===== src/rtl/blink_pkg.sv =====
// Shared definitions for the key-driven blink controller and the downstream LED blinker.
package blink_pkg;

  typedef enum logic [1:0] {
    MODE_0 = 2'd0,
    MODE_1 = 2'd1,
    MODE_2 = 2'd2,
    MODE_3 = 2'd3
  } mode_t;

  typedef enum logic [1:0] {
    ST_IDLE         = 2'd0,
    ST_PRESS_WAIT   = 2'd1,
    ST_HELD         = 2'd2,
    ST_RELEASE_WAIT = 2'd3
  } kb_state_t;

  localparam logic [31:0] HALF_P_0 = 32'd49_999_999;
  localparam logic [31:0] HALF_P_1 = 32'd24_999_999;
  localparam logic [31:0] HALF_P_2 = 32'd12_499_999;
  localparam logic [31:0] HALF_P_3 = 32'd4_999_999;

  function automatic logic [31:0] half_period_of(mode_t m);
    case (m)
      MODE_0:  return HALF_P_0;
      MODE_1:  return HALF_P_1;
      MODE_2:  return HALF_P_2;
      default: return HALF_P_3;
    endcase
  endfunction

  function automatic mode_t mode_inc(mode_t m);
    logic [1:0] raw;
    raw = m + 2'd1;
    return mode_t'(raw);
  endfunction

endpackage


===== src/rtl/key_debounce.sv =====
// Push-button synchronizer and debounce FSM producing one strobe per qualified press.
//   state           | meaning
//   ST_IDLE         | key released and qualified
//   ST_PRESS_WAIT   | key low, counting stable low cycles
//   ST_HELD         | press qualified and reported, waiting for release
//   ST_RELEASE_WAIT | key high, counting stable high cycles
module key_debounce
  import blink_pkg::*;
#(
  parameter int DEBOUNCE_CYC = 1_000_000,
  parameter int SYNC_STAGES  = 2
) (
  input  logic clk,
  input  logic rst,
  input  logic key_n,
  output logic press_evt,
  output logic press_pulse
);

  localparam int CNT_W = $clog2(DEBOUNCE_CYC);
  // The cycle that leaves IDLE/HELD is already the first stable sample, so the
  // terminal count sits one below DEBOUNCE_CYC-1.
  localparam logic [CNT_W-1:0] CNT_LAST = CNT_W'(DEBOUNCE_CYC - 2);

  logic [SYNC_STAGES-1:0] sync_q;
  logic                   key_low;
  kb_state_t              state, state_n;
  logic [CNT_W-1:0]       cnt, cnt_n;

  always_ff @(posedge clk) begin
    if (rst) begin
      sync_q <= '1;
    end else begin
      sync_q <= (sync_q << 1) | SYNC_STAGES'(key_n);
    end
  end

  assign key_low = ~sync_q[SYNC_STAGES-1];

  always_ff @(posedge clk) begin
    if (rst) begin
      state       <= ST_IDLE;
      cnt         <= '0;
      press_pulse <= 1'b0;
    end else begin
      state       <= state_n;
      cnt         <= cnt_n;
      press_pulse <= press_evt;
    end
  end

  always_comb begin
    state_n   = state;
    cnt_n     = cnt;
    press_evt = 1'b0;
    case (state)
      ST_IDLE: begin
        if (key_low) begin
          state_n = ST_PRESS_WAIT;
          cnt_n   = '0;
        end
      end
      ST_PRESS_WAIT: begin
        if (!key_low) begin
          state_n = ST_IDLE;
          cnt_n   = '0;
        end else if (cnt == CNT_LAST) begin
          state_n   = ST_HELD;
          cnt_n     = '0;
          press_evt = 1'b1;
        end else begin
          cnt_n = cnt + 1'b1;
        end
      end
      ST_HELD: begin
        if (!key_low) begin
          state_n = ST_RELEASE_WAIT;
          cnt_n   = '0;
        end
      end
      ST_RELEASE_WAIT: begin
        if (key_low) begin
          state_n = ST_HELD;
          cnt_n   = '0;
        end else if (cnt == CNT_LAST) begin
          state_n = ST_IDLE;
          cnt_n   = '0;
        end else begin
          cnt_n = cnt + 1'b1;
        end
      end
      default: begin
        state_n = ST_IDLE;
        cnt_n   = '0;
      end
    endcase
  end

endmodule


===== src/rtl/key_blink_ctrl.sv =====
// Key-press blink mode selector: debounced presses step the mode and reload the blink half-period.
module key_blink_ctrl
  import blink_pkg::*;
#(
  parameter int DEBOUNCE_CYC = 1_000_000,
  parameter int SYNC_STAGES  = 2
) (
  input  logic        clk,
  input  logic        rst,
  input  logic        key_n,
  output logic        press_pulse,
  output logic [1:0]  mode,
  output logic [31:0] half_period,
  output logic        period_upd
);

  logic  press_evt;
  mode_t mode_q;
  mode_t mode_nxt;

  key_debounce #(
    .DEBOUNCE_CYC (DEBOUNCE_CYC),
    .SYNC_STAGES  (SYNC_STAGES)
  ) u_debounce (
    .clk         (clk),
    .rst         (rst),
    .key_n       (key_n),
    .press_evt   (press_evt),
    .press_pulse (press_pulse)
  );

  assign mode_nxt = mode_inc(mode_q);

  // Registered from the same event as press_pulse so all outputs move on one edge.
  always_ff @(posedge clk) begin
    if (rst) begin
      mode_q      <= MODE_0;
      half_period <= HALF_P_0;
      period_upd  <= 1'b0;
    end else begin
      period_upd <= press_evt;
      if (press_evt) begin
        mode_q      <= mode_nxt;
        half_period <= half_period_of(mode_nxt);
      end
    end
  end

  assign mode = mode_q;

endmodule


===== config.mk =====
export PLATFORM = sky130hd
export DESIGN_NAME = key_blink_ctrl
export DESIGN_NICKNAME = d
export VERILOG_FILES = /design/src/rtl/blink_pkg.sv /design/src/rtl/key_debounce.sv /design/src/rtl/key_blink_ctrl.sv
export SDC_FILE = /design/constraint.sdc
export NUM_CORES = 1
export LEC_CHECK = 0
export BUFFER_PORTS_ARGS = -buffer_cell sky130_fd_sc_hd__buf_2
export CORE_UTILIZATION = 45
export DETAILED_ROUTE_END_ITERATION = 6
export GPL_ROUTABILITY_DRIVEN = 0
export PLACE_DENSITY = 0.67
export SETUP_SLACK_MARGIN = 0.3
export SKIP_CTS_REPAIR_TIMING = 1
export SLEW_MARGIN = 20
export SYNTH_ARGS = -nofsm -noshare
export SYNTH_HDL_FRONTEND = slang
export SYNTH_SLANG_ARGS = --single-unit

===== constraint.sdc =====
create_clock -name clk -period 2.7 [get_ports clk]
set_clock_uncertainty 0.15 [all_clocks]
set_input_delay 0.135 -clock clk [delete_from_list [all_inputs] [get_ports clk]]
set_output_delay 0.135 -clock clk [all_outputs]
set_load 0.005 [all_outputs]

# == Word level (Yosys, flattened, before mapping) ==
# Index checks and enable logic that the tools add are counted.
# totals
ff_bits,59
latch_bits,0
mem_bits_rw,0
romBits,0
input_bits,3
elab_cells,40
memories,0
# op_classes
n_addsub,2
n_mul,0
div,0
magnitude_cmp,0
eq_ne,10
shifts,0
n_mux,17
n_bitwise,1
n_reduce_logical,4
# ops
operator,count
20-bit 2-to-1 mux,5
20-bit one-hot mux with 4 select lines,1
26-bit one-hot mux with 3 select lines,1
"20-bit by 1-bit adder with 20-bit output, second input constant",1
"20-bit equality test, second input constant",1
2-bit 2-to-1 mux,6
2-bit one-hot mux with 4 select lines,1
"2-bit equality test, second input constant",3
"2-bit by 1-bit equality test with 1-bit output, second input constant",2
2-bit logical NOT,2
4-bit AND reduction,1
1-bit 2-to-1 mux,3
"3-bit by 1-bit inequality test with 1-bit output, second input constant",1
"3-bit inequality test, second input constant",1
"2-bit by 1-bit adder with 2-bit output, second input constant",1
"2-bit by 1-bit inequality test with 1-bit output, second input constant",1
"2-bit inequality test, second input constant",1
2-bit by 1-bit OR with 2-bit output,1
2-bit AND reduction,1

# == Logic depth before layout (Yosys ltp) ==
# depth
word_depth,4
ltp_mapped,8

# == Modules after synthesis ==
# From an unflattened synthesis, not the netlist that was laid out.
# unflattened
hier_cells,222
hier_area_um2,1938.1
# by_module_without_submodules
module,instances,cells_per_inst,area_per_inst_um2,seq_area_each_um2
key_debounce,1,151,1268.7,500.5
key_blink_ctrl,1,71,669.4,220.2

# == Worst setup path after synthesis ==
# No wires, ideal clock.
# synth_timing
path_kind,register to register
start,reg u_debounce.cnt[12]
end,reg u_debounce.cnt[0]
arrival_ns,1.937
required_time_ns,2.422
setup_slack_ns,0.485
path_stages_with_launch,7
path_buffers,1
synth_period_minus_slack_ns,2.215
path_cell_list,dfxtp_1 > or4b_1 > or4_4 > o21a_1 > buf_2 > a21oi_1 > nor2_1
# synth_between
elab_chain_len,4
# synth_rtl
item,line_no,text
start: declaration,key_debounce.sv:28,"logic [CNT_W-1:0] cnt, cnt_n;"
start signal: assignment,key_debounce.sv:47,cnt <= cnt_n;
20-bit equality test (*),"key_debounce.sv:67, key_debounce.sv:85",
20-bit 2-to-1 mux (*),"key_debounce.sv:67, key_debounce.sv:85",
20-bit 2-to-1 mux (on tied branches),"key_debounce.sv:82, key_debounce.sv:64",
20-bit one-hot mux with 4 select lines (*),key_debounce.sv:56,case (state)
# Mark *: on every way between the ends. The rest lies on a longest branch, timed or not.
# A chain may end at the register's enable or synchronous reset.

# == Worst setup path in the final report ==
# layout_timing
start,reg u_debounce.cnt[12]
end,reg u_debounce.cnt[1]
# The elaborated chain is that of the path after synthesis.

==> flow_metrics.py <==
metrics = {
    "grt": {
        "antenna_found_initial": 0,
        "grt_pass1_wl_mm": 7.155,
        "grt-ovfl-total": 0,
        "grt_pass1_vias": 1480,
        "grt_use_total_pct": 18.38,
        "grt_max_degree": 48,
    },
    "logic_synthesis": {
        "ys_top_cells_by_count": "dfxtp_1, buf_4, nand2_1, nor2_1, a21oi_1",
        "syn_avg_cell_area_um2": 8.203,
        "synth_most_common_cell": "dfxtp_1",
        "yosysWarnings": 0,
        "yosysSeqAreaShare_pct": 34.44,
        "synth.distinct_cells": 46,
        "synth_top_area_cell": "dfxtp_1",
        "synthFlopType": "dfxtp_1",
        "post_synth_inst_count": 248,
        "async_reset_ff_share_pct": 0,
        "synth-seq-cells": 35,
        "synth_edf_count": 0,
        "yosys-top-cells-area": "dfxtp_1, buf_4, ha_1",
        "synth.cell_area_um2": 2034,
        "synth_top_cell_area_share_pct": 34.44,
    },
    "routing": {
        "drt_iter0_drc": 142,
        "wl_per_cell_um": 13.49,
        "dr.pass1.iters": 4,
        "routed_wl_mm": 4.275,
        "ant_nets": 0,
        "viasPerCell": 5.445,
        "vias": 1726,
        "drc_errors": 0,
    },
    "power": {
        "power_frac_comb_pct": 9.4,
        "swShare_pct": 25.28,
        "peakVddDrop_mv": 0.3169,
        "switchingPower_uw": 281.4,
        "cellInternalPower_uw": 831.5,
        "p_per_area_nw_per_um2": 498.3,
        "pwr-share-clk_pct": 42.7,
        "pwr-share-seq_pct": 47.9,
        "cellLeakagePower_nw": 0.8249,
    },
    "clock_tree": {
        "cts.clk_slew.worst_paths_ns": 0.08,
        "cts_tree": "done",
        "cts-htree-levels": 2,
        "worstSkewPairLatency_ns": 0.29,
        "cts_buffer_depth": 2,
        "root_buffer": "clkbuf_8",
        "clock_sinks": 35,
        "numCtsBuffers": 5,
    },
    "timing": {
        "tns_ns": 0,
        "max_freq_ghz": 0.4193,
        "rsz0062_at_grt": "yes",
        "worst_pin_slew_ns": 0.7496,
        "setup_viol": 0,
        "finalMaxSlewViolations": 0,
        "min_period_ns": 2.385,
        "slew_headroom_pct": 50.02,
        "finalHoldViolCount": 0,
        "post-route-period-util_pct": 88.34,
    },
    "die": {
        "die_h_um": 69.24,
        "ios": 39,
        "core_area_um2": 4354,
        "die-area_um2": 4794,
        "num_rows": 24,
        "start_util_pct": 46.72,
        "die_w_um": 69.24,
    },
    "min_path": {
        "min_path_cells": 2,
        "hp-class": "in2reg",
        "whs_endpoint": "u_debounce.cnt[0]$_SDFFE_PP0P_",
        "hp-start": "rst",
    },
    "placed_design": {
        "place_area_um2": 2078,
        "dpl.hpwl_mm": 2.849,
        "io_buffers": 25,
        "dp_cells": 305,
    },
    "layout": {
        "antenna_cells": 0,
        "final_util_pct": 51.29,
        "area_delta_synth_final_pct": 9.779,
        "stdcell_count": 317,
        "fin_nets": 275,
        "drive_above_1_share_pct": 20.00,
        "design_area_um2": 2233,
    },
    "worst_setup_path": {
        "r2r_slack_ns": 0.31,
        "path_max_fanout": 8,
        "worstPathRequired_ns": 2.71,
        "reg2reg_to": "u_debounce.cnt[1]$_SDFFE_PP0P_",
        "reg2regPathDepth": 6,
        "start_kind": "register",
        "end_kind": "register",
        "arrival_ns": 2.39,
        "critPathKind": "reg2reg",
        "rr_startpoint": "u_debounce.cnt[12]$_SDFFE_PP0P_",
    },
    "flow_run": {
        "maxCapViolCount": 0,
    },
    "outcome": {
        "status": "finished clean",
    },
}
-- kinds of logic after synthesis --
group           share of synthesized area [%]
xor+xnor                                2.583
simple gates                            30.94
buf+inv                                 13.10
other cells                            0.3691
compound gates                          13.65
fa+ha+maj                               4.920
flops                                   34.44
-- layer usage --
| layer | GRT usage (%) | up-vias | share of wire [%] |
|---|---|---|---|
| li1 | - | 882 | - |
| met1 | 25.07 | 795 | 48 |
| met2 | 27.51 | 42 | 46 |
| met3 | 5.087 | 7 | 4.7 |
| met4 | 7.029 | 0 | 1.3 |
| met5 | 0 | - | 0 |
-- cell usage in the layout (no fill, tap or decap), types with 7 or more instances in the layout --
cell type / instances
dfxtp_1: 35
buf_2: 25
nand2_1: 21
nor2_1: 19
a21oi_1: 14
nand3_1: 13
conb_1: 13
nand4_1: 11
buf_4: 10
ha_1: 8
inv_1: 7
nand3b_1: 7
-- critical path: stages (launching register included) --
cell and delay [ns]:
dfxtp_1 0.37, or4b_1 0.55, or4_4 0.59, o21ai_4 0.25, buf_4 0.16, a2bb2oi_1 0.14
nor2_1 0.05
-- power groups by stage --
stage | sequential, mW | clock, mW | combinational [mW]
global placement | 0.545 | 0 | 0.0982
CTS | 0.533 | 0.489 | 0.0985
finish | 0.533 | 0.475 | 0.105
floorplan | 0.539 | 0 | 0.0933
global route | 0.534 | 0.512 | 0.114
detailed placement | 0.545 | 0 | 0.0981
-- state kept, by name (all words and copies together) (netlist names), named ones only --
register                cells
u_debounce.state            1
half_period                 8
u_debounce.cnt             20
u_debounce.press_pulse      1
mode                        2
u_debounce.sync_q           2
-- per-stage QoR --
step / total power, mW / hold WS, ns / setup WS, ns
detailed placement: 0.6428 / 0.1741 / 0.3304
finish: 1.113 / 0.2361 / 0.3148
global placement: 0.6430 / 0.1708 / 0.3776
global route: 1.160 / 0.2859 / 0.2606
CTS: 1.120 / -0.1284 / 0.3085
floorplan: 0.6321 / 0.08881 / 0.4851
-- how the worst max path moves through the flow --
stage	depth (start not counted)	slack [ns]	end	from
after global routing	6	0.26	u_debounce.cnt[1]$_SDFFE_PP0P_	u_debounce.cnt[12]$_SDFFE_PP0P_
final	6	0.31	u_debounce.cnt[1]$_SDFFE_PP0P_	u_debounce.cnt[12]$_SDFFE_PP0P_
after floorplan	6	0.49	u_debounce.cnt[0]$_SDFFE_PP0P_	u_debounce.cnt[12]$_SDFFE_PP0P_
after CTS	5	0.31	register	u_debounce.cnt[12]$_SDFFE_PP0P_
after detailed placement	5	0.33	register	u_debounce.cnt[12]$_SDFFE_PP0P_
after global placement	5	0.38	u_debounce.cnt[8]$_SDFFE_PP0P_	u_debounce.cnt[12]$_SDFFE_PP0P_
-- final cells by class --
class | count | area, µm²
multi-input cells | 179 | 1119
well taps | 52 | 65.06
clock inverters | 3 | 43.79
inverters | 7 | 26.28
flip-flops and latches | 35 | 700.7
repair buffers | 36 | 210.2
fillers | 426 | 2121
clock buffers | 5 | 68.82
Note: power is estimated with default switching activity, not from simulation.
